### config.mk
export PLATFORM = sky130hd
export DESIGN_NAME = ysyx_23060240_axi_rr_arb
export DESIGN_NICKNAME = d
export VERILOG_FILES = /design/src/rtl/ysyx_23060240_arb_pkg.sv /design/src/rtl/ysyx_23060240_rr_pick2.sv /design/src/rtl/ysyx_23060240_axi_rr_arb.sv
export SDC_FILE = /design/constraint.sdc
export NUM_CORES = 1
export LEC_CHECK = 0
export CAP_MARGIN = 20
export CORE_AREA = 2 2 138 140
export DETAILED_ROUTE_END_ITERATION = 10
export DIE_AREA = 0 0 140 142
export DONT_BUFFER_PORTS = 1
export PLACE_DENSITY = 0.3
export REMOVE_ABC_BUFFERS = 1
export SLEW_MARGIN = 5
export SYNTH_ARGS = -nofsm -noshare
export SYNTH_HDL_FRONTEND = slang
export SYNTH_HIERARCHICAL = 1
export SYNTH_SLANG_ARGS = --single-unit
### constraint.sdc
create_clock -name clk -period 2.7 [get_ports clk]
set_input_delay 0.54 -clock clk [delete_from_list [all_inputs] [get_ports clk]]
set_output_delay 0.54 -clock clk [all_outputs]
set_load 0.005 [all_outputs]
### src/rtl/ysyx_23060240_arb_pkg.sv
// Shared definitions for the two-master AXI4-Lite round-robin arbiter.
//   arb_state_e : arbiter FSM states (idle, read for IFU, read for LSU, write for LSU)
//   OWN_IFU/OWN_LSU : owner encoding used by the picker and the `last` register
package ysyx_23060240_arb_pkg;

  localparam int ADDR_W = 32;
  localparam int DATA_W = 32;
  localparam int STRB_W = 4;

  typedef enum logic [1:0] {
    IDLE   = 2'd0,
    RD_IFU = 2'd1,
    RD_LSU = 2'd2,
    WR_LSU = 2'd3
  } arb_state_e;

  localparam logic OWN_IFU = 1'b0;
  localparam logic OWN_LSU = 1'b1;

endpackage

### src/rtl/ysyx_23060240_rr_pick2.sv
// Pure combinational 2-way round-robin picker.
//   req[1:0]  : request vector, bit index equals owner id (0 = IFU, 1 = LSU)
//   last      : owner of the most recent grant
//   gnt_valid : at least one request is present
//   gnt_id    : chosen owner; on contention the one that is not `last`
module ysyx_23060240_rr_pick2
  import ysyx_23060240_arb_pkg::*;
(
  input  logic [1:0] req,
  input  logic       last,
  output logic       gnt_valid,
  output logic       gnt_id
);

  // choose a winner; a lone requester always wins
  always_comb begin
    gnt_valid = |req;
    gnt_id    = OWN_IFU;
    case (req)
      2'b01:   gnt_id = OWN_IFU;
      2'b10:   gnt_id = OWN_LSU;
      2'b11:   gnt_id = ~last;
      default: gnt_id = OWN_IFU;
    endcase
  end

endmodule

### src/rtl/ysyx_23060240_axi_rr_arb.sv
// Two-master AXI4-Lite arbiter: shares one downstream port between the IFU
// (read only) and the LSU (read + write). One transaction outstanding at a
// time; the grant is taken in IDLE and held until the R or B handshake.
//   clk, rst            : clock, asynchronous active-low reset
//   ifu_ar*/ifu_r*      : IFU read address / read data channels
//   lsu_ar*/lsu_r*      : LSU read address / read data channels
//   lsu_aw*/lsu_w*/lsu_b*: LSU write address / write data / write response
//   m_*                 : downstream port, arbiter acts as master
module ysyx_23060240_axi_rr_arb
  import ysyx_23060240_arb_pkg::*;
(
  input  logic              clk,
  input  logic              rst,
  input  logic [ADDR_W-1:0] ifu_araddr,
  input  logic              ifu_arvalid,
  output logic              ifu_arready,
  output logic [DATA_W-1:0] ifu_rdata,
  output logic              ifu_rvalid,
  input  logic              ifu_rready,
  input  logic [ADDR_W-1:0] lsu_araddr,
  input  logic              lsu_arvalid,
  output logic              lsu_arready,
  output logic [DATA_W-1:0] lsu_rdata,
  output logic              lsu_rvalid,
  input  logic              lsu_rready,
  input  logic [ADDR_W-1:0] lsu_awaddr,
  input  logic              lsu_awvalid,
  output logic              lsu_awready,
  input  logic [DATA_W-1:0] lsu_wdata,
  input  logic [STRB_W-1:0] lsu_wstrb,
  input  logic              lsu_wvalid,
  output logic              lsu_wready,
  output logic              lsu_bvalid,
  input  logic              lsu_bready,
  output logic [ADDR_W-1:0] m_araddr,
  output logic              m_arvalid,
  input  logic              m_arready,
  input  logic [DATA_W-1:0] m_rdata,
  input  logic              m_rvalid,
  output logic              m_rready,
  output logic [ADDR_W-1:0] m_awaddr,
  output logic              m_awvalid,
  input  logic              m_awready,
  output logic [DATA_W-1:0] m_wdata,
  output logic [STRB_W-1:0] m_wstrb,
  output logic              m_wvalid,
  input  logic              m_wready,
  input  logic              m_bvalid,
  output logic              m_bready
);

  arb_state_e state;
  arb_state_e state_next;
  logic       last;
  logic       aw_done;
  logic       w_done;
  logic       r_lrd;
  logic       r_lwr;
  logic       gnt_valid;
  logic       gnt_id;

  assign r_lrd = lsu_arvalid;
  assign r_lwr = lsu_awvalid | lsu_wvalid;

  ysyx_23060240_rr_pick2 u_pick (
    .req       ({r_lrd | r_lwr, ifu_arvalid}),
    .last      (last),
    .gnt_valid (gnt_valid),
    .gnt_id    (gnt_id)
  );

  // state, round-robin history and write-channel completion flags
  always_ff @(posedge clk or negedge rst) begin
    if (!rst) begin
      state   <= IDLE;
      last    <= OWN_LSU;
      aw_done <= 1'b0;
      w_done  <= 1'b0;
    end else begin
      state <= state_next;
      if (state == IDLE && gnt_valid) begin
        last <= gnt_id;
      end else begin
        last <= last;
      end
      // flags only live inside WR_LSU, so they are clear on every entry
      if (state == WR_LSU) begin
        aw_done <= aw_done | (m_awvalid & m_awready);
        w_done  <= w_done | (m_wvalid & m_wready);
      end else begin
        aw_done <= 1'b0;
        w_done  <= 1'b0;
      end
    end
  end

  // next state and channel muxes; everything not owned stays at zero
  always_comb begin
    state_next  = state;
    ifu_arready = 1'b0;
    ifu_rdata   = 32'h0000_0000;
    ifu_rvalid  = 1'b0;
    lsu_arready = 1'b0;
    lsu_rdata   = 32'h0000_0000;
    lsu_rvalid  = 1'b0;
    lsu_awready = 1'b0;
    lsu_wready  = 1'b0;
    lsu_bvalid  = 1'b0;
    m_araddr    = 32'h0000_0000;
    m_arvalid   = 1'b0;
    m_rready    = 1'b0;
    m_awaddr    = 32'h0000_0000;
    m_awvalid   = 1'b0;
    m_wdata     = 32'h0000_0000;
    m_wstrb     = 4'b0000;
    m_wvalid    = 1'b0;
    m_bready    = 1'b0;
    case (state)
      IDLE: begin
        if (gnt_valid) begin
          if (gnt_id == OWN_IFU) begin
            state_next = RD_IFU;
          end else if (r_lrd) begin
            state_next = RD_LSU;
          end else begin
            state_next = WR_LSU;
          end
        end else begin
          state_next = IDLE;
        end
      end
      RD_IFU: begin
        m_araddr    = ifu_araddr;
        m_arvalid   = ifu_arvalid;
        ifu_arready = m_arready;
        ifu_rdata   = m_rdata;
        ifu_rvalid  = m_rvalid;
        m_rready    = ifu_rready;
        if (m_rvalid && ifu_rready) begin
          state_next = IDLE;
        end else begin
          state_next = RD_IFU;
        end
      end
      RD_LSU: begin
        m_araddr    = lsu_araddr;
        m_arvalid   = lsu_arvalid;
        lsu_arready = m_arready;
        lsu_rdata   = m_rdata;
        lsu_rvalid  = m_rvalid;
        m_rready    = lsu_rready;
        if (m_rvalid && lsu_rready) begin
          state_next = IDLE;
        end else begin
          state_next = RD_LSU;
        end
      end
      WR_LSU: begin
        m_awaddr    = lsu_awaddr;
        m_awvalid   = lsu_awvalid & ~aw_done;
        lsu_awready = m_awready & ~aw_done;
        m_wdata     = lsu_wdata;
        m_wstrb     = lsu_wstrb;
        m_wvalid    = lsu_wvalid & ~w_done;
        lsu_wready  = m_wready & ~w_done;
        // B is not gated by the flags: the slave decides when it responds
        lsu_bvalid  = m_bvalid;
        m_bready    = lsu_bready;
        if (m_bvalid && lsu_bready) begin
          state_next = IDLE;
        end else begin
          state_next = WR_LSU;
        end
      end
      default: begin
        state_next = IDLE;
      end
    endcase
  end

endmodule

[After elaboration in Yosys (flattened, before gate mapping)]
Index checks and enable logic that the tools add are counted.
Storage, ports and cells
  bits in registers: 5
Cells by class
  reduce and logical (&&, ||, !) cells: 6
  equal/unequal tests: 5
  mux-type cells: 28
  bitwise gates (word level): 13
Operators with widths (number)
  $mux W32: 4
  $pmux W32 S2: 1
  $mux W1: 14
  $eq A2 B2 Y1 const B: 4
  $mux W2: 4
  $pmux W2 S4: 1
  $and A1 B1 Y1: 6
  $pmux W1 S2: 3
  $logic_and A1 B1 Y1: 4
  $mux W4: 1
  $or A1 B1 Y1: 4
  $not A1 Y1: 3
  $eq A2 B1 Y1 const B: 1
  $logic_not A2 Y1: 1
  $reduce_or A2 Y1: 1

[Depth between registers and ports, before layout]
Gate-level depths: netlist of the first run.
  depth in word-level cells: 7
  gate-level depth with buffers: 6

[Modules after synthesis]
Netlist of the first run, hierarchy kept.
By module, submodules not included
  ysyx_23060240_axi_rr_arb: cells each 269, sequential area each 126.4 um^2, instances 1, area an instance 1805.5 um^2
  ysyx_23060240_rr_pick2: cells each 2, sequential area each 0.0 um^2, instances 1, area an instance 13.8 um^2

[Worst setup path after synthesis of the first run]
No wires, ideal clock.
  kind: register to output
  start: register state[0]
  end: output port m_araddr[0]
  arrival time: 1.192 ns
  path slack: 0.968 ns
  required time: 2.160 ns
  cell stages (with the launch flop): 7
  path through: dfrtp_1 inv_1 ha_1 buf_2 buf_2 a22oi_1 nor2b_1
On the way
  word-level cells in the longest chain between the ends: 2
  elaborated cells between the ends (all ways): 3
Ends and longest elaborated chain
  start: declaration: RTL line ysyx_23060240_axi_rr_arb.sv:52  | arb_state_e state;
  start signal: assignment: RTL line ysyx_23060240_axi_rr_arb.sv:80  | state <= state_next;
  $eq A2 B2 Y1 or $eq A2 B1 Y1 (tied branches): RTL line ysyx_23060240_axi_rr_arb.sv:118  | case (state)
  $pmux W32 S2 (*): RTL line ysyx_23060240_axi_rr_arb.sv:118
  end: declaration: RTL line ysyx_23060240_axi_rr_arb.sv:35  | output logic [ADDR_W-1:0] m_araddr,
Every way passes the cells marked *; elsewhere a longest branch is shown, timed or not.

[Final worst setup path of the first run]
  start: register state[0]
  end: output port m_araddr[3]
The elaborated chain is that of the path after synthesis.

==> results.cfg, run 1 <==
[run_status]
status = finished, violations left
violations = design-rule violations

[detailed_routing]
vias_per_cell = 3.92
wirelength_um = 9490
ant_nets = 0
drcViolationCount = 25
wl_per_cell_um = 19.3
initialDrtViolationCount = 118
drtPass1Iterations = 11
vias = 1925

[clock_network]
postCtsSetupRepairBufs = 0
ctsHoldBuffers = 0
post_cts_resized = 0
clock_latency_ps = 230
cts_tree = yes
cts_made_buffers = 3
clock_path_buffers = 2
numClockSinks = 5
path_clk_slew_ps = 30
htree_levels = 1
cts-root-buf = clkbuf_16

[die]
dieArea_um2 = 19900
ioPinCount = 354
row_count = 50
die_x_um = 140
fp.dieH_um = 142
initial_core_util = 0.0986
placeableCoreArea_um2 = 18500

[sta]
finalCritPeriodShare = 0.797
fin_skew_ps = 2.07
slew_viol_final = 0
layout_setup_ws_ps = 548
setup_viol = 0
fmax_ghz = 0.465
relSlewSlack = 0.750
final_hold_viol_count = 0
rsz0062_at_grt = no
fin_setup_tns_ps = 0
period_needed_ps = 2150
worstMarginPinSlew_ps = 375

[layout]
area_growth_pct = 17.8
final-seq-area_um2 = 126
layout.cells.non_filler = 491
fin_area_um2 = 2140
final_cell_mix = and2_1, nor2b_1, a22oi_1
layout_commonest_cell = and2_1
fin_nets = 441
drive_gt1_frac = 0.0471
multi_input_area_um2 = 1570
final.fill_count = 2117

[grt]
antenna_found_initial = 3
grt_pass1_wl_um = 11700
first_global_vias = 1825
overflow = 0
grt_usage = 0.0813
grt_max_degree = 70

[logic_synthesis]
avgSynthCellArea_um2 = 6.71
async_reset_ff_frac = 1.00
yosysUniqueCellTypes = 21
yosysWarningCount = 6
netlist.area_leader.share = 0.475
synth_area_um2 = 1820
synth-main-ff-cell = dfrtp_1
synth_area_leaders = and2_1, a22oi_1, nor2b_1
ys_seq_area_frac = 0.0695
ys_seq_elements = 5
syn_inst = 271
synth_top_area_cell = and2_1
synth-edff-count = 0

[worst_setup_path]
critPathCaptureType = output pin
critPathLaunchType = flop
critPathMaxFanout = 34
reg2reg_depth = 5
criticalPathCategory = reg2out
cp.required_ps = 2160
arrival_ps = 1610

[place]
dp.final_hpwl_um = 8120
dpl_worst_slack_ps = 768
port_buffers = 0
dp_cells = 485
place_area_um2 = 2060
gp_congestion = 0.750

[pwr]
vdd_ir_drop_max_v = 0.000354
power.density_nw_per_um2 = 901
power_uw = 1930
p_leak_uw = 0.000768

[job]
cap_violations = 0

[worst_hold_path]
min_path_type = in2async
-- report_power, final --
part | switching (uW) | internal (uW)
clock network | 53.1 | 196
logic | 912 | 637
registers | 25.1 | 107
-- sequential cells by signal, indices dropped and copies added, names as in the netlist --
signal	cells
last	1
aw_done	1
state	2
w_done	1
-- critical path, cell delays in order (launching register included) --
cell and delay, ps:
dfrtp_1 400, inv_1 140, ha_1 160, buf_4 310, a22oi_1 150, nor2b_1 190
-- cell families (layout without fill, tap and decap cells) --
group / after synthesis / in the layout / share of synthesized area
AND/OR/NAND/NOR: 193 / 193 / 0.652
AO/OA/AOI/OAI: 38 / 38 / 0.154
buffers and inverters: 27 / 11 / 0.0702
adder cells (fa/ha/maj): 7 / 7 / 0.0481
flip-flops: 5 / 5 / 0.0695
multiplexers: 1 / 1 / 0.00619
other: 0 / 2 / 0
-- metal layers --
| metal | part of all wire | global-route usage | up-vias |
|---|---|---|---|
| li1 | - | - | 841 |
| met1 | 0.31 | 0.0678 | 857 |
| met2 | 0.54 | 0.168 | 206 |
| met3 | 0.10 | 0.0236 | 21 |
| met4 | 0.042 | 0.0478 | 0 |
| met5 | 0 | 0 | - |
-- worst paths after layout --
check,start,endpoint,slack [ps]
worst max-delay path,state[0]$_DFF_PN0_,m_araddr[3],550
worst min-delay path,rst,state[0]$_DFF_PN0_,5
worst max register to register,state[0]$_DFF_PN0_,state[1]$_DFF_PN0_,1270
worst min register to register,w_done$_DFF_PN0_,w_done$_DFF_PN0_,540
max in group asynchronous,rst,last$_DFFE_PN1P_,2520
min in group clk,lsu_wvalid,w_done$_DFF_PN0_,500
-- final cells by class --
| cell class | count | area share |
|---|---|---|
| Inverter | 2 | 0.00350 |
| Sequential cell | 5 | 0.0590 |
| Antenna cell | 2 | 0.00234 |
| Multi-Input combinational cell | 239 | 0.733 |
| Tap cell | 234 | 0.137 |
| Timing Repair Buffer | 5 | 0.0292 |
| Clock buffer | 4 | 0.0368 |
-- cells in the mapped netlist, types with 3 or more instances --
cell type and instances:
buf_4 3, and2_1 138, clkbuf_1 10, nand3_1 3, a22oi_1 34, buf_2 12
dfrtp_1 4, nor2b_1 36, ha_1 7, nand2_1 8
-- metrics by stage --
stage | utilization | hold WS [ps]
6_report | 0.116 | 4.67
5_1_grt | 0.116 | 1.03
4_1_cts | 0.116 | 4.39
3_5_place_dp | 0.112 | 245
3_3_place_gp | 0.112 | 245
2_1_floorplan | - | 244
No activity file was read; power rests on OpenSTA's default activity.
==> run 2: changes to the inputs <==
==> constraint.sdc (replaced) <==
create_clock -name clk -period 2.1 [get_ports clk]
set_input_delay 0.42 -clock clk [delete_from_list [all_inputs] [get_ports clk]]
set_output_delay 0.42 -clock clk [all_outputs]
set_load 0.005 [all_outputs]
==> run 2 against run 1 <==
Count of clock-buffer cells in the layout is the same; combinational power rose by 40%; the flow still finishes with violations (design-rule violations); largest cell class unchanged; non-clock buffer count up 4; die area is the same; largest power group unchanged; final cell count up 0.41%.
==> results.cfg, run 2 (synthesis gave the netlist of run 1 again) <==
[worst_setup_path]
slowest_delay_ps = 420
critPathMaxFanout = 41
cp_slowest_cell = dfrtp_1
crit_buf_inv = 2
critPathLaunchType = flop
arrival_ps = 1530
path_delay_family = flip-flops
critPathCaptureType = output pin
criticalPathCategory = reg2out
path_cells = inv_1 -> ha_2 -> buf_12 -> a22oi_1 -> nor2b_1
cp.required_ps = 1680

[place]
gp_congestion = 0.748
port_buffers = 0
dpl_worst_slack_ps = 405
dp_cells = 488
place_area_um2 = 2120
dp.final_hpwl_um = 8240

[grt]
grt_pass1_wl_um = 12100
overflow = 0
antenna_found_initial = 1
grt_util_met3 = 0.0199
grtUsageMet2 = 0.166
grt_max_degree = 59
use_met1 = 0.0772
grt_busiest_layer = met2
first_global_vias = 1895
grt_usage = 0.0830

[detailed_routing]
vias = 1959
vias_per_cell = 3.97
initialDrtViolationCount = 83
wl_per_cell_um = 19.5
drtPass1Iterations = 7
drcViolationCount = 25
wirelength_um = 9630
ant_nets = 0

[pwr]
vdd_ir_drop_max_v = 0.000342
power.density_nw_per_um2 = 1210
power.share.switching = 0.497
p_comb_frac = 0.815
switchingPower_uw = 1320
p_leak_uw = 0.000800
cell_internal_pwr_uw = 1340
seqPwrFrac = 0.064
clkPwrFrac = 0.121

[layout]
largest_reg_flops = 2
fin_area_um2 = 2210
final_cell_mix = and2_1, nor2b_1, a22oi_1
layout.cells.non_filler = 493
num_antenna_cells = 0
final.fill_count = 2118
area_growth_pct = 21.4
final-seq-area_um2 = 126
layout_commonest_cell = and2_1
largest_register = state
fin_nets = 445
multi_input_area_um2 = 1570
final_core_util = 0.120
drive_gt1_frac = 0.0579

[clock_network]
clock_latency_ps = 230
path_clk_slew_ps = 40
numClockSinks = 5
cts_tree = yes
clock_path_buffers = 2
cts-root-buf = clkbuf_16
cts_made_buffers = 3
postCtsSetupRepairBufs = 0
post_cts_resized = 0
htree_levels = 1

[sta]
relSlewSlack = 0.832
finalCritPeriodShare = 0.928
final_hold_viol_count = 0
rsz0062_at_grt = no
fin_setup_tns_ps = 0
period_needed_ps = 1950
slew_viol_final = 0
fmax_ghz = 0.513
worstMarginPinSlew_ps = 252
fin_skew_ps = 1.60
layout_setup_ws_ps = 152
setup_viol = 0

[run_status]
violations = design-rule violations
status = finished, violations left

[die]
row_count = 50
initial_core_util = 0.0986
ioPinCount = 354
dieArea_um2 = 19900
placeableCoreArea_um2 = 18500
die_x_um = 140
fp.dieH_um = 142

[worst_hold_path]
min_path_type = in2async

[job]
cap_violations = 0
run 2: what timing repair did:
| action | 4_1_cts | 5_1_grt |
|---|---|---|
| hold buffers | 1 | 0 |
| endpoints found under the setup margin | 0 | 0 |
| endpoints found under the hold margin | 4 | 0 |
run 2: final cells by class:
type                            count  area share
Inverter                            2     0.00340
Clock buffer                        4      0.0357
Multi-Input combinational cell    239       0.711
Sequential cell                     5      0.0572
Timing Repair Buffer                9      0.0601
Tap cell                          234       0.133
run 2: final timing paths:
kind                            depth (start not counted)                  to  slack (ps)                from
max in group asynchronous                               1    w_done$_DFF_PN0_        1410                 rst
worst max register to register                          5  state[1]$_DFF_PN0_         780  state[0]$_DFF_PN0_
worst min register to register                          2    w_done$_DFF_PN0_         540    w_done$_DFF_PN0_
worst max-delay path                                    5        m_araddr[18]         150  state[1]$_DFF_PN0_
min in group clk                                        2    w_done$_DFF_PN0_         370          lsu_wvalid
worst min-delay path                                    0    last$_DFFE_PN1P_          30                 rst
run 2: routing by layer:
metal  routed length [um]  up-vias  part of all wire
li1                     -      849                 -
met1                 3110      880              0.32
met2                 5120      207              0.53
met3                  986       23              0.10
met4                  410        0             0.043
met5                    0        -                 0
run 2: metrics by stage:
| step | hold slack, ps | power (uW) |
|---|---|---|
| final | 34.4 | 2660 |
| after global routing | 30.6 | 2900 |
| after CTS | 31.0 | 2730 |
| after detailed placement | 125 | 2380 |
| after global placement | 125 | 2350 |
| after floorplan | 124 | 1670 |
run 2: power by group through the flow:
stage	registers, uW	logic (uW)	clock network (uW)
2_1_floorplan	162	1510	0
3_3_place_gp	167	2180	0
3_5_place_dp	171	2210	0
4_1_cts	170	2230	330
5_1_grt	175	2390	334
6_report	170	2170	322
